## src/rtl/iir_pkg.sv

```systemverilog
// Purpose : shared sample format and folding constants for the folded IIR datapath.
// Latency : n/a (types and constants only).
// Backpres: n/a.
// Contents: Q10.10 sample width, fraction width, folding factor, sample_t.
package iir_pkg;

    localparam int SAMPLE_W    = 20;   // Q10.10 two's complement
    localparam int FRAC_W      = 10;
    localparam int FOLD_FACTOR = 3;    // clocks per output sample of the folded filter

    typedef logic [SAMPLE_W-1:0] sample_t;

endpackage

```

## src/rtl/iir_output_collector_if.sv

```systemverilog
// Purpose : groups the collector's control, capture and drain signals into one bundle.
// Latency : n/a (wiring only).
// Backpres: rd_valid/rd_ready handshake on the drain side; capture side has none.
// Ports   : master = environment (drives en, y_in, rd_ready, clr_ovf);
//           slave  = collector (drives rd_valid, rd_data, level, overflow, drop_cnt, sample_cnt).
interface iir_output_collector_if
    import iir_pkg::*;
#(
    parameter int DATA_W = SAMPLE_W,
    parameter int DEPTH  = 8,
    parameter int CNT_W  = 16
);
    localparam int LVL_W = $clog2(DEPTH + 1);

    logic              en;
    logic [DATA_W-1:0] y_in;
    logic              rd_ready;
    logic              rd_valid;
    logic [DATA_W-1:0] rd_data;
    logic [LVL_W-1:0]  level;
    logic              overflow;
    logic              clr_ovf;
    logic [7:0]        drop_cnt;
    logic [CNT_W-1:0]  sample_cnt;

    modport master (
        output en, y_in, rd_ready, clr_ovf,
        input  rd_valid, rd_data, level, overflow, drop_cnt, sample_cnt
    );

    modport slave (
        input  en, y_in, rd_ready, clr_ovf,
        output rd_valid, rd_data, level, overflow, drop_cnt, sample_cnt
    );

endinterface

```

## src/rtl/iir_sync_fifo.sv

```systemverilog
// Purpose : first-word-fall-through synchronous FIFO for filter output samples.
// Latency : a push into an empty FIFO is visible on o_dat/o_valid one clock later.
// Backpres: push ignored when full unless a pop happens in the same cycle; pop ignored when empty.
// Ports   : clk/rst, i_push/i_push_dat, i_pop, o_dat (head, 0 when empty), o_valid (registered
//           non-empty), o_full, o_empty, o_level.
module iir_sync_fifo #(
    parameter int DEPTH  = 8,
    parameter int DATA_W = 20
) (
    input  logic                       clk,
    input  logic                       rst,
    input  logic                       i_push,
    input  logic [DATA_W-1:0]          i_push_dat,
    input  logic                       i_pop,
    output logic [DATA_W-1:0]          o_dat,
    output logic                       o_valid,
    output logic                       o_full,
    output logic                       o_empty,
    output logic [$clog2(DEPTH+1)-1:0] o_level
);

    localparam int AW    = $clog2(DEPTH);
    localparam int LVL_W = $clog2(DEPTH + 1);

    logic [DATA_W-1:0] r_mem [DEPTH];
    logic [AW-1:0]     r_wr_ptr;
    logic [AW-1:0]     r_rd_ptr;
    logic [LVL_W-1:0]  r_level;
    logic [LVL_W-1:0]  w_level_nxt;
    logic              r_valid;
    logic              w_pop;
    logic              w_push;

    assign w_pop  = i_pop && (r_level != '0);
    // When full, the slot being vacated by a same-cycle pop is the one written.
    assign w_push = i_push && ((r_level != LVL_W'(DEPTH)) || w_pop);

    always_comb begin
        w_level_nxt = r_level;
        if (w_push && !w_pop) begin
            w_level_nxt = r_level + LVL_W'(1);
        end else if (w_pop && !w_push) begin
            w_level_nxt = r_level - LVL_W'(1);
        end
    end

    // Pointers wrap naturally (DEPTH is a power of two); r_level separates full from empty.
    always_ff @(posedge clk or posedge rst) begin
        if (rst) begin
            r_wr_ptr <= '0;
            r_rd_ptr <= '0;
            r_level  <= '0;
            r_valid  <= 1'b0;
        end else begin
            if (w_push) begin
                r_wr_ptr <= r_wr_ptr + AW'(1);
            end
            if (w_pop) begin
                r_rd_ptr <= r_rd_ptr + AW'(1);
            end
            r_level <= w_level_nxt;
            r_valid <= (w_level_nxt != '0);
        end
    end

    always_ff @(posedge clk) begin
        if (w_push) begin
            r_mem[r_wr_ptr] <= i_push_dat;
        end
    end

    // Storage is not reset, so the head is masked to zero while empty.
    assign o_dat   = r_valid ? r_mem[r_rd_ptr] : '0;
    assign o_valid = r_valid;
    assign o_full  = (r_level == LVL_W'(DEPTH));
    assign o_empty = (r_level == '0);
    assign o_level = r_level;

endmodule

```

## src/rtl/iir_output_collector.sv

```systemverilog
// Purpose : tracks the fold phase of the folded IIR filter, captures y on the valid phase and
//           buffers samples in a FWFT FIFO; counts captured and dropped samples.
// Latency : a sample captured into an empty FIFO appears on rd_data/rd_valid one clock later.
// Backpres: rd_valid/rd_ready drain; a capture arriving while full with no pop is dropped and
//           flagged (sticky overflow, saturating drop_cnt).
// Ports   : clk, rst (async active-high), bus (slave side of iir_output_collector_if).
module iir_output_collector
    import iir_pkg::*;
#(
    parameter int DATA_W    = SAMPLE_W,
    parameter int FOLD      = FOLD_FACTOR,
    parameter int CAP_PHASE = 2,
    parameter int DEPTH     = 8,
    parameter int CNT_W     = 16
) (
    input  logic                   clk,
    input  logic                   rst,
    iir_output_collector_if.slave  bus
);

    localparam int                PH_W   = (FOLD > 1) ? $clog2(FOLD) : 1;
    localparam int                LVL_W  = $clog2(DEPTH + 1);
    localparam logic [PH_W-1:0]   CAP_P  = PH_W'(CAP_PHASE);
    localparam logic [PH_W-1:0]   LAST_P = PH_W'(FOLD - 1);

    logic [PH_W-1:0]   r_phase;
    logic              r_overflow;
    logic [7:0]        r_drop_cnt;
    logic [CNT_W-1:0]  r_sample_cnt;

    logic              w_push_req;
    logic              w_push_ok;
    logic              w_drop;
    logic              w_pop;
    logic              w_fifo_valid;
    logic              w_fifo_full;
    logic              w_fifo_empty;
    logic [DATA_W-1:0] w_fifo_dat;
    logic [LVL_W-1:0]  w_fifo_level;

    assign w_push_req = bus.en && (r_phase == CAP_P);
    assign w_pop      = bus.rd_ready && !w_fifo_empty;
    assign w_push_ok  = w_push_req && (!w_fifo_full || w_pop);
    assign w_drop     = w_push_req && w_fifo_full && !w_pop;

    always_ff @(posedge clk or posedge rst) begin
        if (rst) begin
            r_phase      <= '0;
            r_overflow   <= 1'b0;
            r_drop_cnt   <= '0;
            r_sample_cnt <= '0;
        end else begin
            // en low parks the phase at 0 so a restart always begins a fresh fold.
            if (!bus.en || (r_phase == LAST_P)) begin
                r_phase <= '0;
            end else begin
                r_phase <= r_phase + PH_W'(1);
            end

            if (w_push_ok) begin
                r_sample_cnt <= r_sample_cnt + CNT_W'(1);
            end

            // A clear wins over a drop in the same cycle; that drop is not recorded.
            if (bus.clr_ovf) begin
                r_overflow <= 1'b0;
                r_drop_cnt <= '0;
            end else if (w_drop) begin
                r_overflow <= 1'b1;
                if (r_drop_cnt != 8'hFF) begin
                    r_drop_cnt <= r_drop_cnt + 8'd1;
                end
            end
        end
    end

    iir_sync_fifo #(
        .DEPTH  (DEPTH),
        .DATA_W (DATA_W)
    ) u_fifo (
        .clk        (clk),
        .rst        (rst),
        .i_push     (w_push_ok),
        .i_push_dat (bus.y_in),
        .i_pop      (w_pop),
        .o_dat      (w_fifo_dat),
        .o_valid    (w_fifo_valid),
        .o_full     (w_fifo_full),
        .o_empty    (w_fifo_empty),
        .o_level    (w_fifo_level)
    );

    assign bus.rd_valid   = w_fifo_valid;
    assign bus.rd_data    = w_fifo_dat;
    assign bus.level      = w_fifo_level;
    assign bus.overflow   = r_overflow;
    assign bus.drop_cnt   = r_drop_cnt;
    assign bus.sample_cnt = r_sample_cnt;

endmodule

```

## src/flat_wrapper.sv

```systemverilog
// flat-port wrapper written by rule: the top's interface ports become plain ports
module iir_output_collector_flat import iir_pkg::*;
#(
    parameter int DATA_W    = SAMPLE_W,
    parameter int FOLD      = FOLD_FACTOR,
    parameter int CAP_PHASE = 2,
    parameter int DEPTH     = 8,
    parameter int CNT_W     = 16
)
  (clk, rst, bus_en, bus_y_in, bus_rd_ready, bus_clr_ovf, bus_rd_valid, bus_rd_data, bus_level, bus_overflow, bus_drop_cnt, bus_sample_cnt);
  iir_output_collector_if #(.DATA_W(DATA_W), .DEPTH(DEPTH), .CNT_W(CNT_W)) bus_i ();
  input  logic clk;
  input  logic rst;
  input wire logic [$bits(bus_i.en)-1:0] bus_en;
  input wire logic [$bits(bus_i.y_in)-1:0] bus_y_in;
  input wire logic [$bits(bus_i.rd_ready)-1:0] bus_rd_ready;
  input wire logic [$bits(bus_i.clr_ovf)-1:0] bus_clr_ovf;
  output wire logic [$bits(bus_i.rd_valid)-1:0] bus_rd_valid;
  output wire logic [$bits(bus_i.rd_data)-1:0] bus_rd_data;
  output wire logic [$bits(bus_i.level)-1:0] bus_level;
  output wire logic [$bits(bus_i.overflow)-1:0] bus_overflow;
  output wire logic [$bits(bus_i.drop_cnt)-1:0] bus_drop_cnt;
  output wire logic [$bits(bus_i.sample_cnt)-1:0] bus_sample_cnt;
  assign bus_i.en = bus_en;
  assign bus_i.y_in = bus_y_in;
  assign bus_i.rd_ready = bus_rd_ready;
  assign bus_i.clr_ovf = bus_clr_ovf;
  assign bus_rd_valid = bus_i.rd_valid;
  assign bus_rd_data = bus_i.rd_data;
  assign bus_level = bus_i.level;
  assign bus_overflow = bus_i.overflow;
  assign bus_drop_cnt = bus_i.drop_cnt;
  assign bus_sample_cnt = bus_i.sample_cnt;
  iir_output_collector #(.DATA_W(DATA_W), .FOLD(FOLD), .CAP_PHASE(CAP_PHASE), .DEPTH(DEPTH), .CNT_W(CNT_W)) u_core (.clk(clk), .rst(rst), .bus(bus_i));
endmodule
```

## config.mk

```make
export PLATFORM = sky130hd
export DESIGN_NAME = iir_output_collector_flat
export DESIGN_NICKNAME = d
export VERILOG_FILES = /design/src/rtl/iir_pkg.sv /design/src/rtl/iir_output_collector_if.sv /design/src/rtl/iir_sync_fifo.sv /design/src/rtl/iir_output_collector.sv /design/src/flat_wrapper.sv
export SDC_FILE = /design/constraint.sdc
export NUM_CORES = 1
export LEC_CHECK = 0
export CORE_MARGIN = 10
export CORE_UTILIZATION = 51
export DETAILED_ROUTE_END_ITERATION = 8
export PLACE_DENSITY_LB_ADDON = 0.08
export SYNTH_ARGS = -nofsm -noshare
export SYNTH_HDL_FRONTEND = slang
export SYNTH_SLANG_ARGS = --single-unit
```

## constraint.sdc

```tcl
create_clock -name clk -period 3.4 [get_ports clk]
set_input_delay 1.02 -clock clk [delete_from_list [all_inputs] [get_ports clk]]
set_output_delay 1.02 -clock clk [all_outputs]
set_load 0.005 [all_outputs]
```

==> results of run 1 <==
## worst max path at each step
stage	startpoint	endpoint	slack, ns
3_3_place_gp	bus_rd_ready	u_core.u_fifo.r_mem[4][1]$_DFFE_PP_	0.37
5_1_grt	u_core.u_fifo.r_rd_ptr[0]$_DFFE_PP0N_	bus_rd_data[0]	-0.01
3_5_place_dp	bus_rd_ready	u_core.u_fifo.r_mem[4][2]$_DFFE_PP_	0.35
2_1_floorplan	bus_en	u_core.u_fifo.r_mem[2][0]$_DFFE_PP_	-0.06
6_report	u_core.u_fifo.r_rd_ptr[0]$_DFFE_PP0N_	bus_rd_data[0]	0.08
4_1_cts	u_core.u_fifo.r_rd_ptr[0]$_DFFE_PP0N_	bus_rd_data[18]	-0.007
## cells in the mapped netlist (all sizes together) (8+ instances only)
cell | instances | area share [%]
edfxtp | 160 | 60
mux4 | 40 | 11
dfrtp | 38 | 12
nand2 | 24 | 1.1
nor2 | 22 | 1.0
nor2b | 22 | 1.7
mux2i | 20 | 2.5
xnor2 | 16 | 1.8
nand3 | 13 | 0.81
buf | 11 | 0.58
xor2 | 9 | 0.98
ha | 8 | 1.3
## cell type report
cell class / instances / area (um^2) / area share (%)
multi-input cells: 225 / 2200 / 22.3
well taps: 211 / 264 / 2.67
repair buffers: 98 / 1090 / 11.0
clock inverters: 6 / 35.0 / 0.354
clock buffers: 26 / 523 / 5.28
inverters: 6 / 22.5 / 0.228
flip-flops and latches: 198 / 5760 / 58.2
diodes: 1 / 2.50 / 0.0253
## per-layer routing
layer	GRT usage, %	vias to the layer above
li1	-	1940
met1	18.8	2144
met2	23.1	100
met3	4.38	11
met4	5.16	0
met5	0	-
## where the power goes
group	internal [mW]	total, mW	switching [mW]
Clock	1.07	1.87	0.800
Combinational	1.34	2.26	0.918
Sequential	2.76	2.93	0.173
Total	5.16	7.05	1.89
## sequential cells by signal, indices dropped and copies added, names as in the netlist
name                    flops
u_core.u_fifo.r_mem       160
u_core.bus.sample_cnt      16
u_core.bus.drop_cnt         8
u_core.u_fifo.o_level       4
u_core.u_fifo.r_rd_ptr      3
u_core.u_fifo.r_wr_ptr      3
u_core.r_phase              2
u_core.bus.overflow         1
u_core.u_fifo.o_valid       1
## worst register-to-register path, stage by stage, from the launching register on
cell	delay (ns)
dfrtp_1	0.44
inv_1	0.15
ha_1	0.23
or3b_4	0.40
and2_4	0.19
a31oi_1	0.17
a21oi_1	0.11
or4_1	0.52
## what timing repair did
action | in CTS | in global routing
setup endpoints to repair | 3 | 14
cloned | 0 | 2
gates resized for setup | 3 | 11
hold endpoints to repair | 0 | 0
setup buffers | 0 | 2
## cell families (layout without fill, tap and decap cells)
| kind of cell | count (synthesis) | after routing | synth area share [%] |
|---|---|---|---|
| XOR/XNOR | 25 | 25 | 2.74 |
| AO/OA/AOI/OAI | 18 | 18 | 1.49 |
| other | 0 | 1 | 0 |
| multiplexers | 61 | 61 | 13.9 |
| buffers and inverters | 23 | 136 | 1.14 |
| adder cells (fa/ha/maj) | 9 | 9 | 1.39 |
| flip-flops | 198 | 198 | 71.9 |
| AND/OR/NAND/NOR | 112 | 112 | 7.44 |
==> summary.txt, run 1 <==
Outcome
  – Outcome: finished, final reports clean

Power
  – PwrDens: 712 mW/mm^2
  – Tot Pwr: 7.05 mW
  – Peak VDD IR: 0.468 mV
  – Leak: 3.51 nW

Drt
  – Initial drt markers: 230
  – Via/cell ratio: 5.44
  – Number of remaining DRC errors: 0
  – Pre-antenna DRT Iters: 4
  – Post-Route WL: 15.2 mm
  – Metal1 wirelength: 6.66 mm
  – Highest metal used: met4
  – WL/cell: 19.7 um
  – Met2 WL: 7.54 mm
  – Met3 WL: 829 um
  – Vias after detailed routing: 4,195
  – Routed Antenna Nets: 0

Layout
  – Fin cells: 771
  – Commonest non-fill, non-tap cells in the layout: edfxtp_1, clkdlybuf4s50_1, mux4_2
  – Layout Nets: 579
  – Final core occ: 64.6%
  – Filler instances: 1,125
  – Layout area overhead: 23.7%
  – Final Cell Area: 0.00990 mm^2
  – Commonest non-fill, non-tap cell in the layout: edfxtp_1
  – Fraction of layout cells with a size suffix above 1: 18.8%

Synthesis
  – Yosys cell types: 39
  – Post-synthesis net count: 479
  – Post-synthesis register bit count: 198
  – Seq/Total Area, Yosys: 71.9%
  – Yosys synthesis warning count: 0
  – Async set or reset register ratio after synthesis: 19.2%
  – Number of synthesized flops with an enable pin: 160
  – Synthesized area per cell: 17.9 um^2
  – Mapped Cells: 446
  – Post-Syn Area: 0.00800 mm^2
  – Main synth FF type: edfxtp_1

STA
  – Setup_tns: 0 ns
  – WHS: 0.422 ns
  – Final Slew Violations: 0
  – Clk_skew: 0.00578 ns
  – FMAX: 0.301 GHz
  – Hold Vio Cnt, Final: 0
  – Final Critical Period: 3.32 ns
  – Crit share post-route: 97.7%
  – Slack of the critical path: 0.0766 ns
  – Setup violation total in the final timing report: 0
  – Worst-margin pin slew: 0.505 ns
  – Slew headroom: 66.4%
  – RSZ-0062 raised after global routing: true

Placement
  – Post-DP Area: 0.00922 mm^2
  – Final GP Congestion: 0.809
  – Post-DP HPWL: 9.39 mm
  – Placed insts: 734
  – PortBufs: 74
  – Pre-CTS WS: 0.353 ns

Setup path
  – CP required: 2.38 ns
  – Worst path cell trace: buf_12, buf_8, mux4_2, mux2i_1, nor2b_1, clkdlybuf4s50_1
  – Critical path's slowest cell: mux4_2
  – Crit-path max FO: 6
  – FF-to-FF End: u_core.u_fifo.o_valid$_DFF_PP0_
  – Endpoint class of the critical path: primary output
  – Total stage count of the critical path: 6
  – Kind of critical path: register to primary output
  – R2R depth: 7
  – R2R Setup Slk: 1.06 ns
  – Crit path buf inv count: 3
  – CP Launch Type: register
  – Largest delay share family, worst path: buffers and inverters
  – Reg2reg start: u_core.u_fifo.o_level[1]$_DFF_PP0_
  – Worst path max stage delay: 0.52 ns
  – Critical Path AT: 2.30 ns

GRT
  – GRT overflow: 0
  – Vias in the first global route: 4,400
  – GRT Overall Usage: 14.6%
  – Largest net degree at the start of global routing: 41
  – Initial antenna violation count: 1
  – First-pass GRT wire length: 24.1 mm

Clocking
  – Total CTS buffers: 17
  – CTS Hold Buffers Added: 0
  – Clock Tree Buf Depth: 2
  – CTS Root Cell: clkbuf_16
  – Number of H-tree levels: 4
  – TritonCTS clock tree: built
  – Clock Sinks: 198
  – Worst-path clk slew: 0.06 ns
  – Clock latency on the worst-skew pair: 0.42 ns

Floorplanning
  – # IOs: 75
  – Die area: 0.0211 mm^2
  – Die X: 145 um
  – CORE AREA: 0.0153 mm^2
  – Rows: 45
  – Initial Util: 52.3%
  – Die Y-Extent: 145 um

Hold path
  – Hold endpoint: u_core.r_phase[0]$_DFF_PP0_
  – Hold_sp: u_core.r_phase[0]$_DFF_PP0_
  – WHS Path Cells: 1
  – Worst min-delay path class: register to register

Flow run
  – Max-Cap Viols: 0
Note: power is estimated with default switching activity, not from simulation.
==> run 2: changes to the inputs <==
--- a/config.mk
+++ b/config.mk
@@ -8,6 +8,7 @@
 export CORE_MARGIN = 10
 export CORE_UTILIZATION = 51
 export DETAILED_ROUTE_END_ITERATION = 8
+export HOLD_SLACK_MARGIN = 0.15
 export PLACE_DENSITY_LB_ADDON = 0.08
 export SYNTH_ARGS = -nofsm -noshare
 export SYNTH_HDL_FRONTEND = slang
==> results of run 2 <==
Final layout, timing and power as in run 1 (identical DEF).
==> run 3: changes to the inputs <==
--- a/config.mk
+++ b/config.mk
@@ -10,6 +10,7 @@
 export DETAILED_ROUTE_END_ITERATION = 8
 export HOLD_SLACK_MARGIN = 0.15
 export PLACE_DENSITY_LB_ADDON = 0.08
+export RECOVER_POWER = 50
 export SYNTH_ARGS = -nofsm -noshare
 export SYNTH_HDL_FRONTEND = slang
 export SYNTH_SLANG_ARGS = --single-unit
==> run 3 against run 2 <==
Hold slack barely moved; cell area down 0.16%; clock power barely moved; combinational power barely moved; sequential cell count stayed put; critical path depth unchanged; cell count increased by 0.13%; sequential power barely moved; first-iteration DRC count down 1.3%.
==> summary.txt, run 3 (synthesized netlist as in run 1, its figures left out) <==
Outcome
  – Outcome: finished, final reports clean

Clocking
  – TritonCTS clock tree: built
  – Clock Sinks: 198
  – Total CTS buffers: 17
  – Number of H-tree levels: 4
  – Worst-path clk slew: 0.06 ns
  – CTS Root Cell: clkbuf_16
  – CTS Hold Buffers Added: 0
  – Clock latency on the worst-skew pair: 0.42 ns
  – Clock Tree Buf Depth: 2

STA
  – Final Critical Period: 3.33 ns
  – Final Slew Violations: 0
  – Hold Vio Cnt, Final: 0
  – RSZ-0062 raised after global routing: true
  – Setup violation total in the final timing report: 0
  – Clk_skew: 0.00618 ns
  – FMAX: 0.300 GHz
  – Slew headroom: 63.7%
  – Crit share post-route: 98.0%
  – Worst-margin pin slew: 0.544 ns

Drt
  – Post-Route WL: 15.3 mm
  – Vias after detailed routing: 4,182
  – Number of remaining DRC errors: 0
  – Initial drt markers: 227
  – Routed Antenna Nets: 0
  – Pre-antenna DRT Iters: 4
  – WL/cell: 19.9 um
  – Via/cell ratio: 5.42

Hold path
  – WHS Path Cells: 1
  – Hold_sp: u_core.r_phase[0]$_DFF_PP0_
  – Worst min-delay path class: register to register
  – Hold endpoint: u_core.r_phase[0]$_DFF_PP0_

Power
  – Leak: 3.51 nW
  – Peak VDD IR: 0.468 mV
  – PwrDens: 712 mW/mm^2

Floorplanning
  – Initial Util: 52.3%
  – # IOs: 75
  – Rows: 45
  – CORE AREA: 0.0153 mm^2
  – Die area: 0.0211 mm^2
  – Die X: 145 um
  – Die Y-Extent: 145 um

Setup path
  – R2R Setup Slk: 0.97 ns
  – Reg2reg start: u_core.u_fifo.o_level[1]$_DFF_PP0_
  – R2R depth: 7
  – Worst path max stage delay: 0.52 ns
  – Endpoint class of the critical path: primary output
  – Crit-path max FO: 6
  – Crit path buf inv count: 3
  – Worst path cell trace: buf_12, buf_8, mux4_2, mux2i_1, nor2b_1, clkdlybuf4s50_1
  – Kind of critical path: register to primary output
  – Critical Path AT: 2.31 ns
  – Setup crit start: u_core.u_fifo.r_rd_ptr[0]$_DFFE_PP0N_
  – CP Launch Type: register
  – Largest delay share family, worst path: buffers and inverters
  – CP required: 2.38 ns
  – Critical path's slowest cell: mux4_2
  – FF-to-FF End: u_core.u_fifo.o_valid$_DFF_PP0_

GRT
  – Vias in the first global route: 4,400
  – GRT Overall Usage: 14.6%
  – Largest net degree at the start of global routing: 41
  – First-pass GRT wire length: 24.1 mm
  – GRT overflow: 0
  – Initial antenna violation count: 2

Layout
  – Max FFs per register: 160
  – Commonest non-fill, non-tap cells in the layout: edfxtp_1, clkdlybuf4s50_1, mux4_2
  – Final core occ: 64.5%
  – Largest register by flop count: u_core.u_fifo.r_mem
  – Filler instances: 1,129
  – Multi-input combinational cell area: 0.00219 mm^2
  – Commonest non-fill, non-tap cell in the layout: edfxtp_1
  – Fraction of layout cells with a size suffix above 1: 17.7%
  – Register area: 0.00576 mm^2
  – Layout Nets: 579
  – Final Cell Area: 0.00988 mm^2
  – Layout area overhead: 23.4%

Placement
  – Post-DP Area: 0.00922 mm^2
  – Final GP Congestion: 0.809
  – PortBufs: 74
  – Post-DP HPWL: 9.39 mm

Flow run
  – Max-Cap Viols: 0
run 3: worst max path at each step:
stage,endpoint,slack [ns],depth (start not counted)
after floorplan,u_core.u_fifo.r_mem[2][0]$_DFFE_PP_,-0.06,4
after global placement,u_core.u_fifo.r_mem[4][1]$_DFFE_PP_,0.37,6
after detailed placement,u_core.u_fifo.r_mem[4][2]$_DFFE_PP_,0.35,6
after CTS,bus_rd_data[18],-0.007,5
after global routing,bus_rd_data[0],-0.01,6
final,bus_rd_data[0],0.07,6
run 3: metal layers:
metal | part of all wire [%] | GRT usage, % | vias to the layer above
li1 | - | - | 1942
met1 | 44 | 18.8 | 2134
met4 | 0.84 | 5.16 | 0
met3 | 4.8 | 4.38 | 7
met2 | 50 | 23.1 | 99
met5 | 0 | 0 | -
run 3: timing repair:
item,4_1_cts,5_1_grt
gates resized for setup,3,11
setup buffers,0,2
gates cloned,0,2
endpoints found under the setup margin,3,14
run 3: layout make-up:
| cell class | count | area share [%] |
|---|---|---|
| inverters | 6 | 0.228 |
| clock inverters | 6 | 0.355 |
| multi-input cells | 225 | 22.2 |
| flip-flops and latches | 198 | 58.3 |
| diodes | 2 | 0.0507 |
| well taps | 211 | 2.67 |
| repair buffers | 98 | 11.0 |
| clock buffers | 26 | 5.29 |
run 3: stage by stage:
step | worst slack, ns | instances | power [mW] | TNS [ns] | hold slack, ns
2_1_floorplan | -0.0592 | 446 | 4.19 | -3.55 | 0.402
3_3_place_gp | 0.375 | 734 | 5.16 | 0 | 0.416
3_5_place_dp | 0.353 | 734 | 5.18 | 0 | 0.419
4_1_cts | -0.00743 | 766 | 7.05 | -0.00743 | 0.428
5_1_grt | -0.0134 | 770 | 7.43 | -0.0297 | 0.447
6_report | 0.0677 | 772 | 7.04 | 0 | 0.422
run 3: power breakdown:
| part | internal, mW | total (mW) | switching (mW) |
|---|---|---|---|
| combinational | 1.32 | 2.24 | 0.920 |
| sequential | 2.76 | 2.93 | 0.174 |
| clock | 1.07 | 1.87 | 0.802 |
| total | 5.14 | 7.04 | 1.90 |
==> patch 1 (config.mk and constraints of run 2) <==
`DEPTH` is set to 8 in 4 places; all go to 16.
--- a/src/rtl/iir_output_collector_if.sv
+++ b/src/rtl/iir_output_collector_if.sv
@@ -8,5 +8,5 @@
 #(
     parameter int DATA_W = SAMPLE_W,
-    parameter int DEPTH  = 8,
+    parameter int DEPTH  = 16,
     parameter int CNT_W  = 16
 );
--- a/src/rtl/iir_sync_fifo.sv
+++ b/src/rtl/iir_sync_fifo.sv
@@ -5,5 +5,5 @@
 //           non-empty), o_full, o_empty, o_level.
 module iir_sync_fifo #(
-    parameter int DEPTH  = 8,
+    parameter int DEPTH  = 16,
     parameter int DATA_W = 20
 ) (
--- a/src/rtl/iir_output_collector.sv
+++ b/src/rtl/iir_output_collector.sv
@@ -11,5 +11,5 @@
     parameter int FOLD      = FOLD_FACTOR,
     parameter int CAP_PHASE = 2,
-    parameter int DEPTH     = 8,
+    parameter int DEPTH     = 16,
     parameter int CNT_W     = 16
 ) (
--- a/src/flat_wrapper.sv
+++ b/src/flat_wrapper.sv
@@ -5,5 +5,5 @@
     parameter int FOLD      = FOLD_FACTOR,
     parameter int CAP_PHASE = 2,
-    parameter int DEPTH     = 8,
+    parameter int DEPTH     = 16,
     parameter int CNT_W     = 16
 )
Ports: changed (resized bus_level); port bits go from 75 to 76. The function was not compared with the original's and may differ.
==> patch 1 against run 2 <==
  * The run now ends with setup timing left
  * Via count grew 70%
  * Cell area rose by 77%
  * Worst hold slack is essentially flat
  * Total power increased by 93%
  * Wire length is 100% higher
  * Setup slack worse by 0.40 ns
  * Sequential cell count increased by 163
  * Sequential share of layout area grew 2.4 points
  * Synthesized area up 79%
  * Critical path type unchanged
  * Largest power group unchanged
  * Highest routed layer unchanged
==> patch 1: results (changes against run 2) <==
stage	metric	value	unit	change
global_routing	grt_usage	17.8	%	was 14.6%
placement	gp_congestion	0.819		was 0.809
finish	diodes	0		was 1
outcome	violations	setup timing		
global_routing	grt_pass1_vias	7656		was 4,400
placement	io_buffers	75		was 74
cts	htreeDepth	2		was 4
synthesis	yosys.area_share.adder	0.961	%	was 1.39%
placement	hpwl	17.2	mm	was 9.39 mm
critical_path	cp.arrival	2.70	ns	was 2.30 ns
synthesis	synth_common_cells	edfxtp_1, mux4_2, dfrtp_1		unchanged
synthesis	synth.area.mux_share	16.0	%	was 13.9%
critical_path	reg2reg_slack	0.89	ns	was 1.06 ns
power	peakVddDrop	535	uV	was 468 uV
routing	wl_met2	15.8	mm	was 7.54 mm
critical_path	cp_slowest_stage_delay	0.49	ns	was 0.52 ns
power	power.leakage	5.94	nW	was 3.51 nW
synthesis	synth.net_count	716		was 479
synthesis	synth_seq_area_share	74.2	%	was 71.9%
sta	max-slew-margin-rel	26.3	%	was 66.4%
synthesis	async_flop_share	11.4	%	was 19.2%
synthesis	synthXorXnorAreaFrac	1.96	%	was 2.74%
critical_path	critPathMaxFanout	5		was 6
routing	drt-initial-drc-count	554		was 230
cts	clk_path_buf_depth	3		was 2
synthesis	syn_area_per_cell	21.1	um^2	was 17.9 um^2
synthesis	synthTopCellsByArea	edfxtp_1, mux4_2, dfrtp_1		was edfxtp_1, dfrtp_1, mux4_2
finish	fillers	1941		was 1,125
routing	first_pass_iters	5		was 4
routing	wl_met1	13.1	mm	was 6.66 mm
global_routing	grt_max_degree	33		was 41
sta	finClkSkew	0.0133	ns	was 0.00578 ns
sta	setup_viol	20		was 0
routing	met3WireLength	1.75	mm	was 829 um
sta	holdWs	0.421	ns	was 0.422 ns
synthesis	synth_compound_area_share	0.856	%	was 1.49%
synthesis	synth-edff-count	320		was 160
placement	placed_cell_area	0.0160	mm^2	was 0.00922 mm^2
cts	postCtsSetupBuffers	16		was 0
critical_path	crit_family	multiplexers		was buffers and inverters
placement	place_ws	-0.0168	ns	was 0.353 ns
routing	vias_per_cell	5.77		was 5.44
critical_path	cpMaxStageDelayCell	dfrtp_4		was mux4_2
routing	vias	7115		was 4,195
global_routing	antenna_found_initial	0		was 1
cts	cts_resized	108		was 3
global_routing	grt_first_pass_wirelength	47.8	mm	was 24.1 mm
finish	largest_reg_flops	320		was 160
sta	setup_ws	-0.319	ns	was 0.0766 ns
finish	drive_gt1_share	29.9	%	was 18.8%
sta	finalSetupTns	-4.54	ns	was 0 ns
cts	clk-insertion-delay-late	0.51	ns	was 0.42 ns
outcome	status	finished with violations		was completed
routing	wirelength	31.0	mm	was 15.2 mm
placement	placed_cells	1143		was 734
finish	final_nets	864		was 579
hold_path	worstHoldPathType	reg -> reg		unchanged
[patch 1: cell type report]
class / count / area (um^2) / share of cell area [%]
multi-input combinational: 281 / 3540 / 20.1
timing repair buffer: 138 / 1690 / 9.61
sequential: 361 / 10600 / 60.6
clock buffer: 51 / 1060 / 6.05
inverter: 8 / 30.0 / 0.171
clock inverter: 16 / 131 / 0.748
tap: 378 / 473 / 2.69
[patch 1: cells by family (layout without fill, tap and decap cells)]
family	Yosys count	count (layout)
fa+ha+maj	11	11
mux	104	104
compound gates	19	19
flops	361	361
simple gates	115	115
buf+inv	38	213
xor+xnor	32	32
[patch 1: layer usage]
metal  up-vias  track usage [%]
li1       3087                -
met2       207             29.5
met5         -                0
met3        38             3.69
met4         0             3.75
met1      3783             24.0
[patch 1: worst register-to-register path, stage by stage, from the launching register on]
cell and delay, ns:
dfrtp_1 0.43, inv_1 0.15, ha_1 0.24, nor3b_4 0.38, mux2i_1 0.44, o21ai_1 0.14, xor2_1 0.18, a2111o_1 0.42
[patch 1: final timing paths]
check,startpoint,to,cells past startpoint
max,u_core.u_fifo.r_rd_ptr[0],bus_rd_data[15],7
min,u_core.r_phase[0],u_core.r_phase[0],1
max reg2reg,u_core.u_fifo.o_level[0],u_core.u_fifo.o_valid,7
min reg2reg,u_core.r_phase[0],u_core.r_phase[0],1
max in group asynchronous,rst,u_core.bus.overflow,3
min in group asynchronous,rst,u_core.bus.sample_cnt[5],2
[patch 1: power breakdown]
part | leakage, nW | total, mW | internal [mW] | switching [mW]
registers | 3.41 | 5.20 | 5.00 | 0.199
logic | 1.95 | 4.49 | 2.77 | 1.72
clock network | 0.579 | 3.93 | 2.35 | 1.58
==> patch 2 (settings of run 2) <==
Without the edit above. Make the reset (`rst`) synchronous in 2 clocked blocks. Comments in the files are not updated.
--- a/src/rtl/iir_sync_fifo.sv
+++ b/src/rtl/iir_sync_fifo.sv
@@ -46,5 +46,5 @@
 
     // Pointers wrap naturally (DEPTH is a power of two); r_level separates full from empty.
-    always_ff @(posedge clk or posedge rst) begin
+    always_ff @(posedge clk) begin
         if (rst) begin
             r_wr_ptr <= '0;
--- a/src/rtl/iir_output_collector.sv
+++ b/src/rtl/iir_output_collector.sv
@@ -44,5 +44,5 @@
     assign w_drop     = w_push_req && w_fifo_full && !w_pop;
 
-    always_ff @(posedge clk or posedge rst) begin
+    always_ff @(posedge clk) begin
         if (rst) begin
             r_phase      <= '0;
Function: differs if rst is asserted again (counterexample within 4 cycles, from zero or initial values and one cycle with rst high); with rst held inactive, the same outputs for 10 cycles.
==> patch 2 against run 2 <==
  * Clock power up 22%
  * Synthesized area unchanged
  * Cell count up 4.0%
  * Cell area up 1.2%
  * Critical path type unchanged
  * Sequential cell count up 3
  * Wire length up 6.6%
  * First-iteration DRC count up 17%
  * Core utilization up 0.75 points
  * Sequential power down 5%
  * Critical path depth down 1
  * Total power down 9.4%
  * Setup slack better by 0.023 ns
  * Count of clock-buffer cells in the layout up 2
==> patch 2: results (changes against run 2) <==
stage	metric	value	unit	change
power	p_sw_share	24.3	%	was 26.8%
critical_path	cp_slowest_stage_delay	0.49	ns	was 0.52 ns
outcome	status	completed		unchanged
placement	place_ws	0.423	ns	was 0.353 ns
synthesis	synthDistinctLibCells	43		was 39
cts	clock-sinks	201		was 198
routing	wl_per_cell	20.2	um	was 19.7 um
finish	bufAreaShareNonClock	10.5	%	was 11.0%
routing	vias	4364		was 4,195
finish	inv_count	6		unchanged
sta	finClkSkew	0.00831	ns	was 0.00578 ns
critical_path	critPathMaxFanout	9		was 6
finish	fin_cells	802		was 771
finish	clkCellAreaFrac	7.14	%	was 5.64%
cts	cts_buffers	22		was 17
power	power.leakage	3.40	nW	was 3.51 nW
finish	n_all_buffers	98		unchanged
synthesis	synth_compound_area_share	1.99	%	was 1.49%
synthesis	syn_area_per_cell	17.0	um^2	was 17.9 um^2
global_routing	antenna_found_initial	0		was 1
synthesis	synth.area.mux_share	14.1	%	was 13.9%
finish	drive_gt1_share	20.0	%	was 18.8%
cts	htreeDepth	1		was 4
routing	wl_met1	7.03	mm	was 6.66 mm
sta	tightest_slew	0.563	ns	was 0.505 ns
global_routing	grt_usage	15.2	%	was 14.6%
finish	multi_input_cells	246		was 225
routing	wl_met2	8.04	mm	was 7.54 mm
global_routing	grt_first_pass_wirelength	26.0	mm	was 24.1 mm
synthesis	synth_seq_area_share	70.3	%	was 71.9%
placement	placed_cells	757		was 734
routing	top_layer_used	met4		unchanged
finish	seqCellArea	0.00563	mm^2	was 0.00576 mm^2
finish	nClkBuffers	28		was 26
finish	fin_area	0.0100	mm^2	was 0.00990 mm^2
synthesis	async_flop_share	0	%	was 19.2%
finish	final_nets	608		was 579
cts	clk-insertion-delay-late	0.49	ns	was 0.42 ns
routing	drt-initial-drc-count	269		was 230
synthesis	synth.net_count	503		was 479
power	clock_power	2.29	mW	was 1.87 mW
global_routing	grt_pass1_vias	4665		was 4,400
synthesis	synthTopCellsByArea	edfxtp_1, mux4_2, dfxtp_1		was edfxtp_1, dfrtp_1, mux4_2
placement	hpwl	9.75	mm	was 9.39 mm
finish	fillers	1068		was 1,125
placement	gp_congestion	0.837		was 0.809
critical_path	cp.arrival	2.28	ns	was 2.30 ns
cts	clk_path_buf_depth	3		was 2
routing	met3WireLength	831	um	was 829 um
power	p_seq_share	43.4	%	was 41.5%
synthesis	yosys.area_share.adder	1.25	%	was 1.39%
cts	cts_resized	4		was 3
synthesis	synth_common_cells	edfxtp_1, dfxtp_1, mux4_2		was edfxtp_1, mux4_2, dfrtp_1
synthesis	synth-edff-count	160		unchanged
power	p_seq	2.78	mW	was 2.93 mW
## patch 2: cell count changes after synthesis, sizes merged, moves of 4 or more
| cell | before | now |
|---|---|---|
| xnor2 | 16 | 12 |
| dfxtp | 0 | 41 |
| nor2 | 22 | 39 |
| dfrtp | 38 | 0 |
| xor2 | 9 | 13 |
| nor3 | 4 | 11 |
## patch 2: worst paths after layout
| kind | depth (start not counted) | end | slack [ns] | from |
|---|---|---|---|---|
| max | 5 | bus_rd_data[15] | 0.1 | flip-flop |
| min | 1 | u_core.r_phase[0] | 0.42 | u_core.r_phase[0] |
| max reg2reg | 7 | u_core.u_fifo.o_valid | 1.25 | u_core.u_fifo.o_level[0] |
| min reg2reg | 1 | u_core.r_phase[0] | 0.42 | u_core.r_phase[0] |
## patch 2: layer usage
layer  global-route usage (%)  vias up
li1                         -     2032
met1                     19.6     2199
met2                     25.0      107
met3                     3.82       26
met4                     4.50        0
met5                        0        -
